[config.mk]
export PLATFORM = sky130hd
export DESIGN_NAME = alu_op_sequencer
export DESIGN_NICKNAME = d
export VERILOG_FILES = /design/src/rtl/alu_op_sequencer.sv
export SDC_FILE = /design/constraint.sdc
export NUM_CORES = 1
export LEC_CHECK = 0
export BUFFER_PORTS_ARGS = -buffer_cell sky130_fd_sc_hd__buf_4
export CAP_MARGIN = 10
export CORE_UTILIZATION = 30
export CTS_CLUSTER_DIAMETER = 200
export DETAILED_ROUTE_END_ITERATION = 6
export PLACE_DENSITY = 0.56
export SLEW_MARGIN = 20
export SYNTH_ARGS = -nofsm -noshare
export SYNTH_HDL_FRONTEND = slang
export SYNTH_SLANG_ARGS = --single-unit
[constraint.sdc]
create_clock -name clk -period 2.87 [get_ports clk]
set_clock_uncertainty 0.1 [all_clocks]
set_input_delay 0.287 -clock clk [delete_from_list [all_inputs] [get_ports clk]]
set_output_delay 0.287 -clock clk [all_outputs]
set_load 0.02 [all_outputs]
[src/rtl/alu_op_sequencer.sv]
// alu_op_sequencer: three-state (IDLE/EXEC/WB) controller that sequences one
// instruction at a time through an external 8-bit ALU, using a 4 x 8-bit
// register file for operands and results.
// Optional feature: define ALU_SEQ_ZERO_FLAG_EN to add the zero_flag output.
module alu_op_sequencer (
   input  logic       clk,
   input  logic       rst,
   input  logic       instr_valid,
   output logic       instr_ready,
   input  logic [3:0] instr_op,
   input  logic [1:0] instr_rd,
   input  logic [1:0] instr_rs,
   input  logic [1:0] instr_rt,
   output logic [7:0] alu_a,
   output logic [7:0] alu_b,
   output logic [3:0] alu_select,
   output logic       alu_en,
   input  logic [7:0] alu_out,
   input  logic       alu_cout,
   input  logic       wr_en,
   input  logic [1:0] wr_addr,
   input  logic [7:0] wr_data,
   input  logic [1:0] rd_addr,
   output logic [7:0] rd_data,
   output logic       busy,
   output logic       done,
   output logic       carry_flag,
   output logic       op_err
`ifdef ALU_SEQ_ZERO_FLAG_EN
   ,
   output logic       zero_flag
`endif
);

   typedef enum logic [1:0] {
      IDLE = 2'd0,
      EXEC = 2'd1,
      WB   = 2'd2
   } state_t;

   state_t     state_reg, state_next;

   logic [3:0] op_reg;
   logic [1:0] rd_reg, rs_reg, rt_reg;
   logic [7:0] result_reg;
   logic       cout_reg;
   logic       carry_reg;
   logic [7:0] regs_reg [4];

   logic       accept;
   logic       in_exec, in_wb;
   logic       legal_op;
   logic       carry_op;
   logic       ext_write;
   logic       wb_write;
   logic [3:0] ext_sel;
   logic [3:0] wb_sel;

   assign in_exec   = (state_reg == EXEC);
   assign in_wb     = (state_reg == WB);
   assign accept    = instr_valid && instr_ready;

   // Only ops 0001..0110 are legal; ADD/SUB are the ones that report a carry.
   assign legal_op  = (op_reg >= 4'd1) && (op_reg <= 4'd6);
   assign carry_op  = (op_reg == 4'd1) || (op_reg == 4'd2);

   // External loads are only honoured while idle; writes while busy are dropped.
   assign ext_write = wr_en && (state_reg == IDLE);
   assign wb_write  = in_wb && legal_op;

   // Per-entry write decode for the register file.
   generate
      for (genvar gi = 0; gi < 4; gi++) begin : g_sel
         assign ext_sel[gi] = ext_write && (wr_addr == gi[1:0]);
         assign wb_sel[gi]  = wb_write  && (rd_reg  == gi[1:0]);
      end
   endgenerate

   // Next-state and handshake logic.
   always_comb begin
      state_next  = state_reg;
      instr_ready = 1'b0;
      case (state_reg)
         IDLE: begin
            instr_ready = 1'b1;
            if (accept) state_next = EXEC;
         end
         EXEC:    state_next = WB;
         WB:      state_next = IDLE;
         default: state_next = IDLE;
      endcase
   end

   assign busy = ~instr_ready;

   // ALU drive: operands and select only during EXEC, quiet zeros elsewhere.
   always_comb begin
      alu_en     = 1'b0;
      alu_select = 4'd0;
      alu_a      = 8'd0;
      alu_b      = 8'd0;
      if (in_exec) begin
         alu_en     = 1'b1;
         alu_select = op_reg;
         alu_a      = regs_reg[rs_reg];
         alu_b      = regs_reg[rt_reg];
      end
   end

   // Writeback pulses; a reset arriving in WB suppresses them along with the write.
   assign done   = in_wb &&  legal_op && !rst;
   assign op_err = in_wb && !legal_op && !rst;

   assign carry_flag = carry_reg;
   assign rd_data    = regs_reg[rd_addr];

   // State register.
   always_ff @(posedge clk) begin
      if (rst) state_reg <= IDLE;
      else     state_reg <= state_next;
   end

   // Instruction fields are frozen at acceptance.
   always_ff @(posedge clk) begin
      if (rst) begin
         op_reg <= 4'd0;
         rd_reg <= 2'd0;
         rs_reg <= 2'd0;
         rt_reg <= 2'd0;
      end else if (accept) begin
         op_reg <= instr_op;
         rd_reg <= instr_rd;
         rs_reg <= instr_rs;
         rt_reg <= instr_rt;
      end
   end

   // Capture the ALU result and carry at the end of EXEC.
   always_ff @(posedge clk) begin
      if (rst) begin
         result_reg <= 8'd0;
         cout_reg   <= 1'b0;
      end else if (in_exec) begin
         result_reg <= alu_out;
         cout_reg   <= alu_cout;
      end
   end

   // Register file: writeback and external load never overlap (WB vs IDLE).
   always_ff @(posedge clk) begin
      for (int i = 0; i < 4; i++) begin
         if (rst)             regs_reg[i] <= 8'd0;
         else if (wb_sel[i])  regs_reg[i] <= result_reg;
         else if (ext_sel[i]) regs_reg[i] <= wr_data;
      end
   end

   // Carry flag follows ADD/SUB, is cleared by logic ops, held on illegal ops.
   always_ff @(posedge clk) begin
      if (rst)           carry_reg <= 1'b0;
      else if (wb_write) carry_reg <= carry_op ? cout_reg : 1'b0;
   end

`ifdef ALU_SEQ_ZERO_FLAG_EN
   logic zero_reg;

   // Zero flag reflects the last legal result.
   always_ff @(posedge clk) begin
      if (rst)           zero_reg <= 1'b0;
      else if (wb_write) zero_reg <= (result_reg == 8'd0);
   end

   assign zero_flag = zero_reg;
`endif

endmodule

==> results of run 1 <==
==> cell usage after synthesis <==
library cell | instances | area [µm²]
sky130_fd_sc_hd__nor3b_4 | 1 | 18.8
sky130_fd_sc_hd__nor3b_1 | 3 | 22.5
sky130_fd_sc_hd__buf_4 | 1 | 7.51
sky130_fd_sc_hd__edfxtp_1 | 32 | 961
sky130_fd_sc_hd__buf_1 | 1 | 3.75
sky130_fd_sc_hd__mux4_2 | 24 | 541
sky130_fd_sc_hd__a21oi_1 | 10 | 50.1
sky130_fd_sc_hd__and2_1 | 23 | 144
sky130_fd_sc_hd__and4b_1 | 2 | 20.0
sky130_fd_sc_hd__nand4_2 | 3 | 37.5
sky130_fd_sc_hd__o32ai_1 | 8 | 70.1
sky130_fd_sc_hd__nand2_1 | 34 | 128
sky130_fd_sc_hd__nand3b_1 | 2 | 15.0
sky130_fd_sc_hd__and4_1 | 1 | 8.76
sky130_fd_sc_hd__clkbuf_2 | 1 | 5.00
sky130_fd_sc_hd__a31oi_1 | 1 | 6.26
sky130_fd_sc_hd__nor2_1 | 14 | 52.6
sky130_fd_sc_hd__buf_2 | 4 | 20.0
sky130_fd_sc_hd__nand3_4 | 1 | 17.5
sky130_fd_sc_hd__nor2b_1 | 2 | 12.5
sky130_fd_sc_hd__nand3_1 | 11 | 55.1
sky130_fd_sc_hd__o21a_1 | 1 | 7.51
sky130_fd_sc_hd__dfxtp_1 | 26 | 521
sky130_fd_sc_hd__nor3_1 | 1 | 5.00
sky130_fd_sc_hd__a21boi_0 | 2 | 15.0
sky130_fd_sc_hd__nand2b_1 | 3 | 18.8
sky130_fd_sc_hd__clkbuf_1 | 14 | 52.6
sky130_fd_sc_hd__o211ai_1 | 1 | 7.51
sky130_fd_sc_hd__o2bb2ai_1 | 18 | 158
sky130_fd_sc_hd__or3_1 | 1 | 6.26
sky130_fd_sc_hd__xor2_1 | 1 | 8.76
sky130_fd_sc_hd__o21ai_0 | 6 | 30.0
sky130_fd_sc_hd__inv_1 | 4 | 15.0
sky130_fd_sc_hd__mux2i_1 | 10 | 100
==> placed cells by master (no fill, tap or decap), types with 3 or more instances in the layout <==
cell type / netlist / layout
sky130_fd_sc_hd__a21oi_1: 10 / 10
sky130_fd_sc_hd__and2_1: 23 / 23
sky130_fd_sc_hd__buf_4: 1 / 73
sky130_fd_sc_hd__clkbuf_1: 14 / 3
sky130_fd_sc_hd__clkbuf_8: 0 / 9
sky130_fd_sc_hd__clkinv_2: 0 / 3
sky130_fd_sc_hd__dfxtp_1: 26 / 26
sky130_fd_sc_hd__edfxtp_1: 32 / 32
sky130_fd_sc_hd__inv_1: 4 / 4
sky130_fd_sc_hd__mux2i_1: 10 / 10
sky130_fd_sc_hd__mux4_2: 24 / 24
sky130_fd_sc_hd__nand2_1: 34 / 34
sky130_fd_sc_hd__nand2b_1: 3 / 3
sky130_fd_sc_hd__nand3_1: 11 / 11
sky130_fd_sc_hd__nand4_2: 3 / 3
sky130_fd_sc_hd__nor2_1: 14 / 14
sky130_fd_sc_hd__o21ai_0: 6 / 6
sky130_fd_sc_hd__o2bb2ai_1: 18 / 18
sky130_fd_sc_hd__o32ai_1: 8 / 8
==> per-layer routing <==
layer	routed length, µm	vias to the layer above
li1	-	1145
met1	3670	1095
met3	480	12
met4	133	0
met5	0	-
met2	3640	79
==> power by group through the flow <==
stage                     sequential (mW)  clock [mW]  combinational [mW]
after floorplan                     0.963           0               0.213
after global placement              0.989           0               0.314
after detailed placement            0.993           0               0.316
after CTS                           0.975       0.620               0.317
after global routing                0.983       0.652               0.339
final                               0.974       0.605               0.312
==> stage by stage <==
stage	util	hold slack, ps	total power [mW]
final	0.394	88.2	1.89
after global placement	0.379	346	1.30
after detailed placement	0.379	353	1.31
after global routing	0.394	86.1	1.97
after floorplan	-	323	1.18
after CTS	0.394	75.4	1.91
==> cells by family after synthesis <==
| group | count (synthesis) | synth area share |
|---|---|---|
| mux | 34 | 0.204 |
| xor+xnor | 1 | 0.00279 |
| simple gates | 102 | 0.179 |
| compound gates | 47 | 0.110 |
| buf+inv | 25 | 0.0331 |
| flops | 58 | 0.472 |
==> final timing paths <==
kind                     to  slack, ps          start  depth (start not counted)
max                alu_a[1]        450   state_reg[0]                          5
min               op_reg[2]         90    instr_op[2]                          3
max reg2reg  regs_reg[3][1]        650   state_reg[1]                          3
min reg2reg   result_reg[0]        370  result_reg[0]                          2
==> final cells by class <==
cell class,instances,area (µm²)
flip-flops and latches,58,1480
multi-input cells,184,1560
inverters,4,15.0
clock buffers,12,135
repair buffers,73,548
fillers,980,6030
clock inverters,4,18.8
well taps,133,166
==> worst max-delay path, delay by kind of cell (launching register included) <==
kind / cells / cell delay (ps)
buffers and inverters: 3 / 760
DFF: 1 / 480
and+or+nand+nor: 2 / 440
==> reports/qor.json, run 1 <==
{
  "grt_antenna_before_repair": 0,
  "global_route.usage.met3": 0.0307,
  "core_area_um2": 9950,
  "final-instance-count-excl-fill": 468,
  "grt_usage": 0.153,
  "p_sw_frac": 0.264,
  "placement.cell_area_um2": 3770,
  "max_cap_violations": 0,
  "top_usage_layer": "met2",
  "clock_sink_count": 58,
  "netSwitchingPower_mw": 0.500,
  "totalNegativeSetupSlack_ps": 0,
  "largest_net_degree_at_the_start_of_global_routing": 27,
  "sum_of_routed_wire_length_over_all_layers_mm": 7.92,
  "post_cts.resized_instances": 0,
  "use_met1": 0.210,
  "tritoncts.num_buffers": 9,
  "antenna_left": 0,
  "io_pins": 69,
  "rows": 36,
  "ys_seq_area_frac": 0.472,
  "initial_drt_pass_iterations": 4,
  "worst_ep_required_time_ps": 2480,
  "p_int_mw": 1.39,
  "ctsLongestPathBuffers": 2,
  "p_comb_frac": 0.165,
  "antenna-diode-count": 0,
  "synthToLayoutAreaGrowth_pct": 25.0,
  "count_of_endpoints_failing_hold_in_the_final_timing_report": 0,
  "clk_root_buffer_cell": "sky130_fd_sc_hd__clkbuf_8",
  "place.port_buffers": 68,
  "sequentialPowerShare": 0.515,
  "post_layout_worst_setup_margin_ps": 449,
  "grt_pass1_wl_mm": 12.6,
  "grtUsageMet2": 0.236,
  "max_ffs_per_register": 32,
  "synth_seq_cells": 58,
  "layout-drive-gt1-share": 0.343,
  "synth_cells": 267,
  "detailed_place_hpwl_mm": 6.20,
  "timing.critical_path.to_type": "output pin",
  "syn-num-nets": 302,
  "postCtsHoldBufs": 0,
  "nNetsFinal": 365,
  "rsz0062_at_grt": "false",
  "power_density_nw_per_um2": 482,
  "worstSkewPairLatency_ps": 330,
  "leakagePower_nw": 1.51,
  "non_filler_cell_area_final_um2": 3930,
  "syn-mean-instance-area_um2": 11.8,
  "detail_route.iter0.violations": 111,
  "start_util": 0.315,
  "netlist_area_um2": 3140,
  "setup_violations": 0,
  "post_drt_wl_per_cell_um": 16.9,
  "placed_cells": 452,
  "critical_path.slowest_cell": "sky130_fd_sc_hd__dfxtp_1",
  "globalplace.congestion": 0.791,
  "slew_headroom": 0.482,
  "die_w_um": 104,
  "post_cts.repair.setup_buffers": 0,
  "cp_slowest_stage_delay_ps": 480,
  "criticalPathCategory": "reg -> out",
  "tightestPinTransition_ps": 774,
  "first_global_vias": 2287,
  "fin_crit_ps": 2420,
  "worst_setup_path_start_kind": "flip-flop",
  "timing.critical_path.fanout_max": 14,
  "worst_ep_arrival_time_ps": 2030,
  "floorplan.die.height_um": 104,
  "total_vias_in_the_final_route": 2331,
  "final_cycle_utilization_of_the_critical_path": 0.843,
  "cp_cell_sequence": "nand2b_1, inv_1, buf_4, and2_1, buf_4",
  "yosys_warnings": 0,
  "place_worst_setup_slack_ps": 638,
  "cp_common_cell": "sky130_fd_sc_hd__buf_4",
  "hp-class": "in -> reg",
  "grt_remaining_overflow": 0,
  "tritoncts": "built",
  "cts_max_level": 3,
  "timing.final.max_slew_violations": 0,
  "vias_per_cell": 4.98,
  "power.ir.vdd_worst_v": 0.000211,
  "run_status": "finished, final reports clean",
  "dieArea_um2": 10900,
  "power.clock.fraction": 0.320,
  "synth_cell_type_count": 34,
  "drt_drc_violations_left": 0,
  "max_freq_mhz": 413,
  "clk_pin_slew_ps": 60
}
No activity file was read; power rests on OpenSTA's default activity.
==> run 2: changes to the inputs <==
- clock period: 2.87 -> 2.4 ns (I/O delays scaled with it)
==> run 2 against run 1 <==
Die area unchanged. Total power grew 32%. Clock power grew 57%. Setup slack lost 210 ps. Routed wire length decreased by 1.6%. Critical path depth shrank 2. Non-clock buffer count grew 5. Final area increased by 2.4%. Sequential share of layout area is 0.87 points lower. Worst hold slack got worse by 55 ps.
==> reports/qor.json, run 2 (synthesized netlist as in run 1, its figures left out) <==
{
  "run_status": "finished, final reports clean",
  "hold_slack_ps": 33.3,
  "final_cycle_utilization_of_the_critical_path": 0.898,
  "worst_setup_path_start_kind": "flip-flop",
  "register_area_um2": 1480,
  "detail_route.iter0.violations": 285,
  "post_cts.resized_instances": 0,
  "detailed_place_hpwl_mm": 6.00,
  "core_area_um2": 9950,
  "p_sw_frac": 0.245,
  "max_ffs_per_register": 32,
  "count_of_endpoints_failing_hold_in_the_final_timing_report": 0,
  "max_freq_mhz": 464,
  "power.ir.vdd_worst_v": 0.000275,
  "cts_max_level": 3,
  "globalplace.congestion": 0.857,
  "totalNegativeSetupSlack_ps": 0,
  "ctsLongestPathBuffers": 2,
  "most_frequent_cells_in_the_layout": "78 x sky130_fd_sc_hd__buf_4, 34 x sky130_fd_sc_hd__nand2_1, 32 x sky130_fd_sc_hd__edfxtp_1, 26 x sky130_fd_sc_hd__dfxtp_1, 24 x sky130_fd_sc_hd__mux4_2",
  "synthToLayoutAreaGrowth_pct": 27.9,
  "grt_usage": 0.149,
  "worst_ep_arrival_time_ps": 2030,
  "min-delay-start": "instr_rd[0]",
  "p_int_mw": 1.88,
  "drt_drc_violations_left": 0,
  "criticalPathCategory": "reg -> reg",
  "sum_of_routed_wire_length_over_all_layers_mm": 7.80,
  "hp-class": "in -> reg",
  "register_to_register_setup_slack_ps": 240,
  "post_cts.repair.setup_buffers": 0,
  "tightestPinTransition_ps": 567,
  "clk_pin_slew_ps": 60,
  "first_global_vias": 2299,
  "timing.critical_path.fanout_max": 9,
  "worstSkewPairLatency_ps": 330,
  "dieArea_um2": 10900,
  "antenna_left": 0,
  "vias_per_cell": 5.02,
  "rows": 36,
  "grt_antenna_before_repair": 0,
  "max_cap_violations": 0,
  "slew_headroom": 0.622,
  "post_drt_wl_per_cell_um": 16.5,
  "timing.final.max_slew_violations": 0,
  "netSwitchingPower_mw": 0.610,
  "clock_sink_count": 58,
  "power_density_nw_per_um2": 620,
  "placement.cell_area_um2": 3810,
  "tritoncts": "built",
  "sequentialPowerShare": 0.463,
  "power.clock.fraction": 0.380,
  "leakagePower_nw": 1.56,
  "rsz0062_at_grt": "false",
  "fin_crit_ps": 2160,
  "worst_r2r_startpoint": "state_reg[1]",
  "non_filler_cell_area_final_um2": 4020,
  "start_util": 0.315,
  "setup_violations": 0,
  "area_of_combinational_cells_with_multiple_inputs_um2": 1560,
  "grt_remaining_overflow": 0,
  "timing.critical_path.to_type": "flip-flop",
  "initial_drt_pass_iterations": 4,
  "floorplan.die.height_um": 104,
  "largest_net_degree_at_the_start_of_global_routing": 27,
  "worst_ep_required_time_ps": 2270,
  "worstHoldEndpoint": "rd_reg[0]",
  "min_delay_path_depth": 3,
  "place.port_buffers": 68,
  "die_w_um": 104,
  "nNetsFinal": 370,
  "antenna-diode-count": 0,
  "tritoncts.num_buffers": 9,
  "layout-drive-gt1-share": 0.359,
  "grt_pass1_wl_mm": 12.2,
  "finish.utilization": 0.404,
  "postCtsHoldBufs": 0,
  "total_vias_in_the_final_route": 2374,
  "worstRegToRegCells": 3,
  "clk_root_buffer_cell": "sky130_fd_sc_hd__clkbuf_8",
  "fillerInstances": 984,
  "r2r_end": "regs_reg[1][2]",
  "io_pins": 69,
  "p_comb_frac": 0.156,
  "final_common_cell": "sky130_fd_sc_hd__buf_4"
}
-- run 2: worst max-delay path, stage by stage (launching register included) --
cell,delay (ps)
sky130_fd_sc_hd__dfxtp_1,430
sky130_fd_sc_hd__nor3b_4,420
sky130_fd_sc_hd__nand4_2,340
sky130_fd_sc_hd__nand3_1,510
-- run 2: final cells by class --
cell class | count | area share
clock inverters | 6 | 0.0202
repair buffers | 78 | 0.146
multi-input cells | 184 | 0.388
flip-flops and latches | 58 | 0.369
inverters | 4 | 0.00374
well taps | 133 | 0.0414
clock buffers | 10 | 0.0318
-- run 2: power groups by stage --
stage          combinational [mW]  sequential (mW)  clock [mW]
4_1_cts                     0.395             1.15       0.968
6_report                    0.389             1.15       0.947
2_1_floorplan               0.255             1.15           0
3_5_place_dp                0.394             1.17           0
5_1_grt                     0.420             1.16        1.01
3_3_place_gp                0.391             1.17           0
-- run 2: stage by stage --
step	setup slack (ps)	cells	power, mW
after detailed placement	259	457	1.57
after global routing	92.3	473	2.59
after global placement	319	457	1.56
after floorplan	496	267	1.41
after CTS	232	473	2.52
final	244	473	2.49
-- run 2: worst max-delay path by stage --
stage          depth (start not counted)        endpoint          from
6_report                               3  regs_reg[1][2]  state_reg[1]
2_1_floorplan                          4  regs_reg[3][0]     op_reg[0]
5_1_grt                                3  regs_reg[1][5]  state_reg[1]
3_5_place_dp                           3  regs_reg[1][7]  state_reg[1]
3_3_place_gp                           3  regs_reg[1][4]  state_reg[1]
4_1_cts                                3  regs_reg[1][4]  state_reg[1]
-- run 2: routing by layer --
| metal | GRT usage | part of all wire | vias to the layer above |
|---|---|---|---|
| li1 | - | - | 1149 |
| met1 | 0.197 | 0.46 | 1115 |
| met2 | 0.230 | 0.46 | 103 |
| met3 | 0.0451 | 0.070 | 7 |
| met4 | 0.0500 | 0.0096 | 0 |
| met5 | 0 | 0 | - |
